--- config.mk ---
export PLATFORM = sky130hd
export DESIGN_NAME = apb_master_flat
export DESIGN_NICKNAME = d
export VERILOG_FILES = /design/src/rtl/apb_master_if.sv /design/src/rtl/apb_master.sv /design/src/flat_wrapper.sv
export SDC_FILE = /design/constraint.sdc
export NUM_CORES = 1
export LEC_CHECK = 0
export CORE_UTILIZATION = 44
export DETAILED_ROUTE_END_ITERATION = 6
export PLACE_DENSITY = 0.84
export SLEW_MARGIN = 20
export SYNTH_ARGS = -nofsm -noshare
export SYNTH_HDL_FRONTEND = slang
export SYNTH_SLANG_ARGS = --single-unit
--- constraint.sdc ---
create_clock -name clk -period 2.1 [get_ports clk]
set_input_delay 0.525 -clock clk [delete_from_list [all_inputs] [get_ports clk]]
set_output_delay 0.525 -clock clk [all_outputs]
set_load 0.05 [all_outputs]
--- src/rtl/apb_master_if.sv ---
// apb_master_if: command/response handshake plus APB bus signals for apb_master.
interface apb_master_if #(
    parameter int ADDR_W = 8,
    parameter int DATA_W = 8
);
    logic              cmd_valid;
    logic              cmd_ready;
    logic              cmd_write;
    logic [ADDR_W-1:0] cmd_addr;
    logic [DATA_W-1:0] cmd_wdata;
    logic              rsp_valid;
    logic [DATA_W-1:0] rsp_rdata;
    logic              rsp_error;
    logic              sel;
    logic              enable;
    logic              write;
    logic [ADDR_W-1:0] addr;
    logic [DATA_W-1:0] wdata;
    logic [DATA_W-1:0] rdata;
    logic              ready;

    modport master (
        input  cmd_valid, cmd_write, cmd_addr, cmd_wdata, rdata, ready,
        output cmd_ready, rsp_valid, rsp_rdata, rsp_error, sel, enable, write, addr, wdata
    );

    modport slave (
        output cmd_valid, cmd_write, cmd_addr, cmd_wdata, rdata, ready,
        input  cmd_ready, rsp_valid, rsp_rdata, rsp_error, sel, enable, write, addr, wdata
    );
endinterface

--- src/rtl/apb_master.sv ---
// apb_master: single-outstanding APB requester (IDLE/SETUP/ACCESS).
// Define APB_MASTER_TIMEOUT_EN to abort ACCESS after TIMEOUT_CYCLES wait states.
module apb_master #(
    parameter int ADDR_W         = 8,
    parameter int DATA_W         = 8,
    parameter int TIMEOUT_CYCLES = 16
) (
    input logic             clk,
    input logic             reset,
    apb_master_if.master    bus
);
    typedef enum logic [1:0] {IDLE, SETUP, ACCESS} state_t;

    state_t            r_state;
    state_t            w_next;
    logic              r_write;
    logic [ADDR_W-1:0] r_addr;
    logic [DATA_W-1:0] r_wdata;
    logic              r_rsp_valid;
    logic [DATA_W-1:0] r_rsp_rdata;
    logic              w_accept;
    logic              w_done;
    logic              w_timeout;

    assign w_accept = (r_state == IDLE) && bus.cmd_valid;
    assign w_done   = (r_state == ACCESS) && bus.ready;

`ifdef APB_MASTER_TIMEOUT_EN
    localparam int CNT_W = $clog2(TIMEOUT_CYCLES + 1);

    logic [CNT_W-1:0] r_wait;
    logic             r_rsp_error;

    // r_wait holds wait states already taken; the edge taking the last allowed one aborts
    assign w_timeout = (r_state == ACCESS) && !bus.ready && (r_wait == CNT_W'(TIMEOUT_CYCLES - 1));

    always_ff @(posedge clk) begin
        if (reset) begin
            r_wait      <= '0;
            r_rsp_error <= 1'b0;
        end else begin
            r_wait      <= w_accept ? '0 : (r_state == ACCESS && !bus.ready) ? r_wait + 1'b1 : r_wait;
            r_rsp_error <= w_timeout;
        end
    end

    assign bus.rsp_error = r_rsp_error;
`else
    assign w_timeout     = 1'b0;
    assign bus.rsp_error = 1'b0;
`endif

    always_comb begin
        w_next = r_state;
        case (r_state)
            IDLE:    w_next = bus.cmd_valid ? SETUP : IDLE;
            SETUP:   w_next = ACCESS;
            ACCESS:  w_next = (w_done || w_timeout) ? IDLE : ACCESS;
            default: w_next = IDLE;
        endcase
    end

    always_ff @(posedge clk) begin
        if (reset) begin
            r_state     <= IDLE;
            r_write     <= 1'b0;
            r_addr      <= '0;
            r_wdata     <= '0;
            r_rsp_valid <= 1'b0;
            r_rsp_rdata <= '0;
        end else begin
            r_state     <= w_next;
            r_rsp_valid <= w_done || w_timeout;
            if (w_accept) begin
                r_write <= bus.cmd_write;
                r_addr  <= bus.cmd_addr;
                r_wdata <= bus.cmd_wdata;
            end
            if (w_done || w_timeout)
                r_rsp_rdata <= (w_done && !r_write) ? bus.rdata : '0;
        end
    end

    assign bus.cmd_ready = (r_state == IDLE);
    assign bus.sel       = (r_state != IDLE);
    assign bus.enable    = (r_state == ACCESS);
    assign bus.write     = r_write;
    assign bus.addr      = r_addr;
    assign bus.wdata     = r_wdata;
    assign bus.rsp_valid = r_rsp_valid;
    assign bus.rsp_rdata = r_rsp_rdata;
endmodule
--- src/flat_wrapper.sv ---
// flat-port wrapper written by rule: the top's interface ports become plain ports
module apb_master_flat 
#(
    parameter int ADDR_W         = 8,
    parameter int DATA_W         = 8,
    parameter int TIMEOUT_CYCLES = 16
)
  (clk, reset, bus_cmd_valid, bus_cmd_write, bus_cmd_addr, bus_cmd_wdata, bus_rdata, bus_ready, bus_cmd_ready, bus_rsp_valid, bus_rsp_rdata, bus_rsp_error, bus_sel, bus_enable, bus_write, bus_addr, bus_wdata);
  apb_master_if #(.ADDR_W(ADDR_W), .DATA_W(DATA_W)) bus_i ();
  input logic clk;
  input logic reset;
  input wire logic [$bits(bus_i.cmd_valid)-1:0] bus_cmd_valid;
  input wire logic [$bits(bus_i.cmd_write)-1:0] bus_cmd_write;
  input wire logic [$bits(bus_i.cmd_addr)-1:0] bus_cmd_addr;
  input wire logic [$bits(bus_i.cmd_wdata)-1:0] bus_cmd_wdata;
  input wire logic [$bits(bus_i.rdata)-1:0] bus_rdata;
  input wire logic [$bits(bus_i.ready)-1:0] bus_ready;
  output wire logic [$bits(bus_i.cmd_ready)-1:0] bus_cmd_ready;
  output wire logic [$bits(bus_i.rsp_valid)-1:0] bus_rsp_valid;
  output wire logic [$bits(bus_i.rsp_rdata)-1:0] bus_rsp_rdata;
  output wire logic [$bits(bus_i.rsp_error)-1:0] bus_rsp_error;
  output wire logic [$bits(bus_i.sel)-1:0] bus_sel;
  output wire logic [$bits(bus_i.enable)-1:0] bus_enable;
  output wire logic [$bits(bus_i.write)-1:0] bus_write;
  output wire logic [$bits(bus_i.addr)-1:0] bus_addr;
  output wire logic [$bits(bus_i.wdata)-1:0] bus_wdata;
  assign bus_i.cmd_valid = bus_cmd_valid;
  assign bus_i.cmd_write = bus_cmd_write;
  assign bus_i.cmd_addr = bus_cmd_addr;
  assign bus_i.cmd_wdata = bus_cmd_wdata;
  assign bus_i.rdata = bus_rdata;
  assign bus_i.ready = bus_ready;
  assign bus_cmd_ready = bus_i.cmd_ready;
  assign bus_rsp_valid = bus_i.rsp_valid;
  assign bus_rsp_rdata = bus_i.rsp_rdata;
  assign bus_rsp_error = bus_i.rsp_error;
  assign bus_sel = bus_i.sel;
  assign bus_enable = bus_i.enable;
  assign bus_write = bus_i.write;
  assign bus_addr = bus_i.addr;
  assign bus_wdata = bus_i.wdata;
  apb_master #(.ADDR_W(ADDR_W), .DATA_W(DATA_W), .TIMEOUT_CYCLES(TIMEOUT_CYCLES)) u_core (.clk(clk), .reset(reset), .bus(bus_i));
endmodule
==> impl_metrics.yaml, run 1 <==
run_status:
  status: "completed"
die:
  rows: 19
  dieArea_sq_um: 3160
  coreArea_sq_um: 2780
  ios: 59
  die_x_microns: 56.2
  initial_core_util_pct: 46.5
  die_h_microns: 56.2
sta:
  final.setup.worst_slack_ps: 72.4
  final-setup-viol-count: 0
  rsz0062_at_grt: "false"
  worst_pin_slew_ps: 508
  drv_slew: 0
  relSlewSlack_pct: 66.1
  timing.final.crit_period_ps: 2030
  fin_crit_sh_pct: 96.6
  hold_violations: 0
  timing.fmax_mhz: 493
  skew_ps: 3.90
  totalNegativeSetupSlack_ps: 0
clocking:
  clk_pin_slew_worst_paths_ps: 150
  cts-htree-levels: 1
  cts_resized: 0
  cts_tree: "done"
  cts_setup_buffers: 0
  root_buffer: "clkbuf_4"
  cts.sinks: 28
  clk_latency_ps: 320
  cts_made_buffers: 3
  hold_buffers: 0
  cts_buffer_depth: 2
pwr:
  powerDensity_nw_per_um2: 621
  p_leak_nw: 0.722
  power.total_mw: 1.18
  ir_drop_mv: 0.435
place:
  dp_hpwl_microns: 2030
  place_ws_ps: 291
  port_buffers: 57
  place.gp.congestion: 0.720
grt:
  gr-total-overflow: 0
  grt_use_met2_pct: 32.0
  grt_max_degree: 54
  grt_util_met3_pct: 2.33
  grt_pass1_wl_microns: 4360
  gr-usage-met1_pct: 21.2
  grt_pass1_vias: 1001
  antenna_found_initial: 0
  grt.busiest_layer: "met2"
  grt_util_all_layers_pct: 17.4
final_layout:
  fin_nets: 207
  fin_util_pct: 68.3
  drive_gt1_share_pct: 6.21
  areaGrowthSynthToFinish_pct: 46.8
  nFillCells: 220
  diodes: 0
setup_path:
  critPathTopFamily: "buffers and inverters"
  cp.required_ps: 1570
  startpoint_type: "register"
  cp-end-kind: "output port"
  cp.buffers_inverters: 1
  crit_fanout: 2
  crit_arrival_ps: 1500
  cpPeakStageDelay_ps: 810
  slowest_stage: "clkdlybuf4s50_1"
  crit_type: "register to output port"
  cp_cell_sequence: "clkdlybuf4s50_1"
route:
  dr.pass1.iters: 4
  post_drt_wl_per_cell_microns: 12.8
  via_per_inst: 4.79
  drt_iter0_markers: 21
  vias: 996
  wirelength_microns: 2670
  post-route-drc-count: 0
  final_antenna_net_count: 0
flow_run:
  drv_cap: 0
synthesis:
  avgSynthCellArea_sq_um: 10.5
  synthDistinctLibCells: 16
  syn-instance-count: 123
  synth-seq-cells: 28
  syn_nets: 152
  synth.area.top_cells: "dfxtp_1, nand2b_1, mux2i_1"
  syn_area_sq_um: 1290
  yosys_warnings: 0
  ys_seq_area_share_pct: 43.3
  synth_area_leader_cell: "dfxtp_1"
  synth_top_area_share_pct: 43.3
min_path:
  hold_class: "register to register"
==> registers in the layout (all words and copies together) (netlist names) <==
signal,count
u_core.bus.rsp_valid,1
u_core.bus.addr,8
u_core.bus.rsp_rdata,8
u_core.r_state,2
u_core.bus.wdata,8
u_core.bus.write,1
==> final timing paths <==
check	from	endpoint	slack (ps)	depth (start not counted)
worst max-delay path	u_core.bus.addr[3]$_SDFFE_PP0P_	bus_addr[3]	70	1
worst min-delay path	u_core.bus.wdata[6]$_SDFFE_PP0P_	u_core.bus.wdata[6]$_SDFFE_PP0P_	480	2
worst max register to register	u_core.r_state[1]$_SDFF_PP0_	u_core.bus.rsp_rdata[1]$_SDFFE_PP0P_	830	2
worst min register to register	u_core.bus.wdata[6]$_SDFFE_PP0P_	u_core.bus.wdata[6]$_SDFFE_PP0P_	480	2
==> kinds of logic (layout without fill, tap and decap cells) <==
group,count (synthesis),in the layout,share of synthesized area [%]
and+or+nand+nor,58,58,30.5
DFF,28,28,43.3
muxes,25,25,19.3
buffers and inverters,10,64,6.19
other,1,1,0.290
AOI/OAI and AO/OA,1,1,0.386
==> layout make-up <==
type	instances	area [sq um]	area share (%)
sequential	28	561	29.5
tap	31	38.8	2.04
timing repair buffer	59	601	31.6
clock buffer	4	36.3	1.91
inverter	1	3.75	0.198
multi-input combinational	85	659	34.7
==> placed cells by master (no fill, tap or decap) <==
master and n:
dfxtp_1 28, clkbuf_4 3, clkdlybuf4s50_1 53, nor2b_1 3
clkbuf_8 1, buf_12 2, conb_1 1, or2_1 1
buf_4 4, inv_1 1, mux2i_1 25, and3b_1 1
a21oi_1 1, or3b_1 9, nand2b_1 43, nor3b_4 1
==> per-layer routing <==
layer / wire (microns) / vias up
li1: - / 505
met1: 1090 / 467
met2: 1470 / 22
met3: 96 / 2
met4: 15 / 0
met5: 0 / -
==> Yosys cell counts <==
| library cell | count |
|---|---|
| nand2b_1 | 43 |
| dfxtp_1 | 28 |
| mux2i_1 | 25 |
| or3b_1 | 9 |
| buf_2 | 3 |
| nor2b_1 | 3 |
| buf_4 | 2 |
| buf_6 | 2 |
| a21oi_1 | 1 |
| and3b_1 | 1 |
| buf_12 | 1 |
| clkbuf_1 | 1 |
| conb_1 | 1 |
| inv_1 | 1 |
| nor3b_2 | 1 |
| or2_1 | 1 |
==> through the flow <==
| stage | instance area, sq um | std cells | hold slack (ps) |
|---|---|---|---|
| detailed placement | 1860 | 204 | 460 |
| finish | 1900 | 208 | 481 |
| CTS | 1900 | 208 | 488 |
| global placement | 1860 | 204 | 456 |
| floorplan | 1290 | 123 | 498 |
| global route | 1900 | 208 | 503 |
==> worst min-delay path, stage by stage, from the launching register on <==
cell and delay (ps):
dfxtp_1 340, nand2b_1 60, mux2i_1 60
==> power breakdown <==
part	total [mW]	internal [mW]	switching, mW
Sequential	0.581	0.561	0.0204
Combinational	0.337	0.155	0.182
Clock	0.261	0.106	0.155
Total	1.18	0.822	0.358
Note: power is estimated with default switching activity, not from simulation.
==> inputs of run 2 (changes only) <==
CORE_ASPECT_RATIO = 1.25   (was not set)
CTS_BUF_LIST = sky130_fd_sc_hd__clkbuf_16   (was not set)
SKIP_CTS_REPAIR_TIMING = 1   (was not set)
==> run 2 against run 1 <==
  * Combinational power barely moved
  * Sequential power barely moved
  * Wire length fell by 1.4%
  * Clock-buffer cell count fell by 1
  * Via count rose by 1.3%
  * First-iteration DRC count rose by 24%
  * Non-clock buffer count did not move
  * Worst setup slack improved by 59 ps
  * Final area rose by 3.8%
  * Total power rose by 24%
  * Sequential share of layout area fell by 1.1 points
  * Clock skew barely moved
==> impl_metrics.yaml, run 2 (synthesized netlist as in run 1, its figures left out) <==
run_status:
  status: "completed"
setup_path:
  crit_arrival_ps: 1440
  r2r_setup_slack_ps: 860
  cp-end-kind: "output port"
  cp_cell_sequence: "clkdlybuf4s50_1"
  crit_fanout: 2
  cpPeakStageDelay_ps: 850
  ff2ff_path_depth: 2
  critPathTopFamily: "buffers and inverters"
  startpoint_type: "register"
  cp.buffers_inverters: 1
  worstSetupPathDepth: 1
  crit_type: "register to output port"
  slowest_stage: "clkdlybuf4s50_1"
  cp.required_ps: 1570
final_layout:
  areaGrowthSynthToFinish_pct: 52.4
  fin_nets: 207
  drive_gt1_share_pct: 6.21
  fin_util_pct: 72.2
  layout_common_cells: "clkdlybuf4s50_1, nand2b_1, dfxtp_1, mux2i_1, or3b_1"
  final_common_cell: "clkdlybuf4s50_1"
  diodes: 0
clocking:
  root_buffer: "clkbuf_16"
  cts.sinks: 28
  clk_latency_ps: 260
  cts_made_buffers: 3
  cts-htree-levels: 1
  clk_pin_slew_worst_paths_ps: 60
  cts_buffer_depth: 2
  cts_tree: "done"
route:
  via_per_inst: 4.78
  drt_iter0_markers: 26
  post-route-drc-count: 0
  wirelength_microns: 2630
  final_antenna_net_count: 0
  dr.pass1.iters: 4
  vias: 1009
  post_drt_wl_per_cell_microns: 12.5
sta:
  rsz0062_at_grt: "false"
  timing.final.crit_period_ps: 1970
  fin_crit_sh_pct: 93.7
  hold_violations: 0
  skew_ps: 3.60
  totalNegativeSetupSlack_ps: 0
  drv_slew: 0
  holdWs_ps: 474
  worst_pin_slew_ps: 555
  relSlewSlack_pct: 62.9
  timing.fmax_mhz: 508
  final-setup-viol-count: 0
grt:
  gr-total-overflow: 0
  grt_util_met3_pct: 3.89
  grt_max_degree: 54
  grt_pass1_wl_microns: 4410
  grt_use_met2_pct: 31.8
  grt.busiest_layer: "met2"
  grt_pass1_vias: 1023
  antenna_found_initial: 0
  grt_util_all_layers_pct: 18.1
  gr-usage-met1_pct: 20.4
pwr:
  ir_drop_mv: 0.430
  p_leak_nw: 0.752
  powerDensity_nw_per_um2: 744
min_path:
  min_path_cells: 2
  hold_class: "register to register"
die:
  initial_core_util_pct: 47.3
  coreArea_sq_um: 2730
  rows: 21
  dieArea_sq_um: 3160
  die_x_microns: 50.5
  die_h_microns: 62.6
  ios: 59
place:
  dp_hpwl_microns: 1910
  port_buffers: 57
  place.gp.congestion: 0.799
flow_run:
  drv_cap: 0
-- run 2: power by group --
group | internal (mW) | leakage, nW | switching (mW)
Sequential | 0.561 | 0.229 | 0.0202
Combinational | 0.155 | 0.472 | 0.183
Clock | 0.379 | 0.0511 | 0.170
Total | 1.09 | 0.752 | 0.373
-- run 2: layout make-up --
cell class	count	area, sq um
fill	222	761
multi-input combinational	85	659
timing repair buffer	59	601
sequential	28	561
clock buffer	3	75.1
tap	34	42.5
clock inverter	1	30.0
inverter	1	3.75
-- run 2: per-layer routing --
metal  routed length [microns]  share of wire, %
met2                      1360                52
met1                      1060                40
met4                        63               2.4
met3                       148               5.6
met5                         0                 0
-- run 2: path summary, 6_finish.rpt --
check | from | to
worst min-delay path | u_core.bus.wdata[7]$_SDFFE_PP0P_ | u_core.bus.wdata[7]$_SDFFE_PP0P_
worst max register to register | u_core.r_state[1]$_SDFF_PP0_ | u_core.bus.rsp_rdata[5]$_SDFFE_PP0P_
worst min register to register | u_core.bus.wdata[7]$_SDFFE_PP0P_ | u_core.bus.wdata[7]$_SDFFE_PP0P_
worst max-delay path | u_core.bus.wdata[1]$_SDFFE_PP0P_ | bus_wdata[1]
-- run 2: metrics by stage --
stage / area (sq um) / cells / worst slack, ps / total power, mW
global placement: 1870 / 207 / 348 / 0.924
finish: 1970 / 211 / 131 / 1.47
floorplan: 1290 / 123 / 422 / 0.805
CTS: 1970 / 211 / 133 / 1.48
global route: 1970 / 211 / 112 / 1.53
detailed placement: 1870 / 207 / 285 / 0.932
==> inputs of run 3 (changes only) <==
CORE_UTILIZATION = 37   (was 44)
PLACE_DENSITY = 0.76   (was 0.84)
clock period = 1.7 ns   (was 2.1 ns; I/O delays follow)
==> run 3 against run 2 <==
  * Clock-buffer cell count unchanged
  * Clock power increased by 25%
  * Non-clock buffer count increased by 3
  * Register-to-register slack got worse by 250 ps
  * Cell count increased by 2.8%
  * Largest power group unchanged
  * Via count decreased by 3.1%
  * Die area increased by 18%
==> impl_metrics.yaml, run 3 (synthesized netlist as in run 1, its figures left out) <==
run_status:
  status: "completed"
pwr:
  powerDensity_nw_per_um2: 919
  p_leak_nw: 0.832
  ir_drop_mv: 0.567
  power.total_mw: 1.84
setup_path:
  r2r_start: "u_core.r_state[0]$_SDFF_PP0_"
  cp-end-kind: "output port"
  cp_cell_sequence: "or2_1, inv_1, buf_12"
  cp.required_ps: 1270
  crit_arrival_ps: 1160
  crit_fanout: 6
  startpoint_type: "register"
  slowest_stage: "dfxtp_1"
  crit_path_start: "u_core.r_state[0]$_SDFF_PP0_"
  crit_type: "register to output port"
  cpPeakStageDelay_ps: 370
die:
  initial_core_util_pct: 39.4
  coreArea_sq_um: 3280
  dieArea_sq_um: 3740
  ios: 59
  die_x_microns: 54.9
  rows: 23
  die_h_microns: 68.1
grt:
  grt_util_all_layers_pct: 14.0
  grt_pass1_wl_microns: 3870
  gr-total-overflow: 0
  grt_pass1_vias: 930
  antenna_found_initial: 0
  grt_max_degree: 30
final_layout:
  diodes: 0
  layout_common_cells: "nand2b_1, clkdlybuf4s50_1, dfxtp_1, buf_4, mux2i_1"
  fin_nets: 210
  nFillCells: 256
  multi_input_area_sq_um: 659
  final_common_cell: "nand2b_1"
  drive_gt1_share_pct: 21.7
  areaGrowthSynthToFinish_pct: 54.4
  ff_latch_area_sq_um: 561
flow_run:
  drv_cap: 0
sta:
  hold_violations: 0
  skew_ps: 5.32
  fin_crit_sh_pct: 93.4
  timing.fmax_mhz: 630
  final-setup-viol-count: 0
  totalNegativeSetupSlack_ps: 0
  timing.final.crit_period_ps: 1590
  final.setup.worst_slack_ps: 112
  holdWs_ps: 473
  drv_slew: 0
  rsz0062_at_grt: "false"
clocking:
  cts_buffer_depth: 2
  cts.sinks: 28
  cts-htree-levels: 1
  clk_latency_ps: 260
  cts_tree: "done"
  cts_made_buffers: 3
  root_buffer: "clkbuf_16"
  clk_pin_slew_worst_paths_ps: 60
place:
  place_ws_ps: 101
  dp_hpwl_microns: 1920
  port_buffers: 57
  place.gp.congestion: 0.675
route:
  wirelength_microns: 2580
  vias: 978
  post-route-drc-count: 0
  post_drt_wl_per_cell_microns: 11.9
  final_antenna_net_count: 0
  drt_iter0_markers: 9
  dr.pass1.iters: 4
  via_per_inst: 4.51
min_path:
  hold_class: "register to register"
  hold_path.startpoint: "u_core.bus.rsp_rdata[2]$_SDFFE_PP0P_"
run 3: cell count changes in the layout (fill, tap and decap cells not counted):
| cell | before | now |
|---|---|---|
| buf_4 | 4 | 27 |
| clkdlybuf4s50_1 | 53 | 28 |
| buf_12 | 2 | 7 |
run 3: where the power goes:
group | switching [mW] | internal, mW | leakage [nW] | total [mW]
combinational | 0.228 | 0.204 | 0.552 | 0.432
sequential | 0.0268 | 0.693 | 0.229 | 0.719
clock | 0.217 | 0.468 | 0.0511 | 0.685
total | 0.471 | 1.37 | 0.832 | 1.84
run 3: through the flow:
stage / utilization [%] / instance area, sq um / cells
finish: 60.9 / 2000 / 217
detailed placement: 57.7 / 1890 / 213
floorplan: - / 1290 / 123
global route: 60.9 / 2000 / 217
global placement: 57.7 / 1890 / 213
CTS: 60.9 / 2000 / 217
run 3: routing by layer:
layer / share of wire [%] / GRT usage [%] / vias up
met2: 48 / 24.1 / 41
met3: 8.2 / 3.33 / 2
met1: 43 / 16.5 / 421
li1: - / - / 514
met5: 0 / 0 / -
met4: 0.58 / 4.69 / 0
run 3: area by class of cell:
class	count	area share [%]
Multi-Input combinational cell	85	33.0
Timing Repair Buffer	62	31.2
Sequential cell	28	28.1
Clock buffer	3	3.76
Tap cell	37	2.32
Clock inverter	1	1.50
Inverter	1	0.188
run 3: final timing paths:
| check | to | slack, ps | cells after the start |
|---|---|---|---|
| max | bus_cmd_ready | 110 | 3 |
| min | u_core.bus.rsp_rdata[2]$_SDFFE_PP0P_ | 470 | 2 |
| max reg2reg | u_core.bus.wdata[1]$_SDFFE_PP0P_ | 610 | 3 |
| min reg2reg | u_core.bus.rsp_rdata[2]$_SDFFE_PP0P_ | 470 | 2 |
run 3: worst max-delay path: cells and delay by family (launching register included):
| kind | cells | cell delay (ps) |
|---|---|---|
| and+or+nand+nor | 1 | 290 |
| DFF | 1 | 370 |
| buffers and inverters | 2 | 250 |
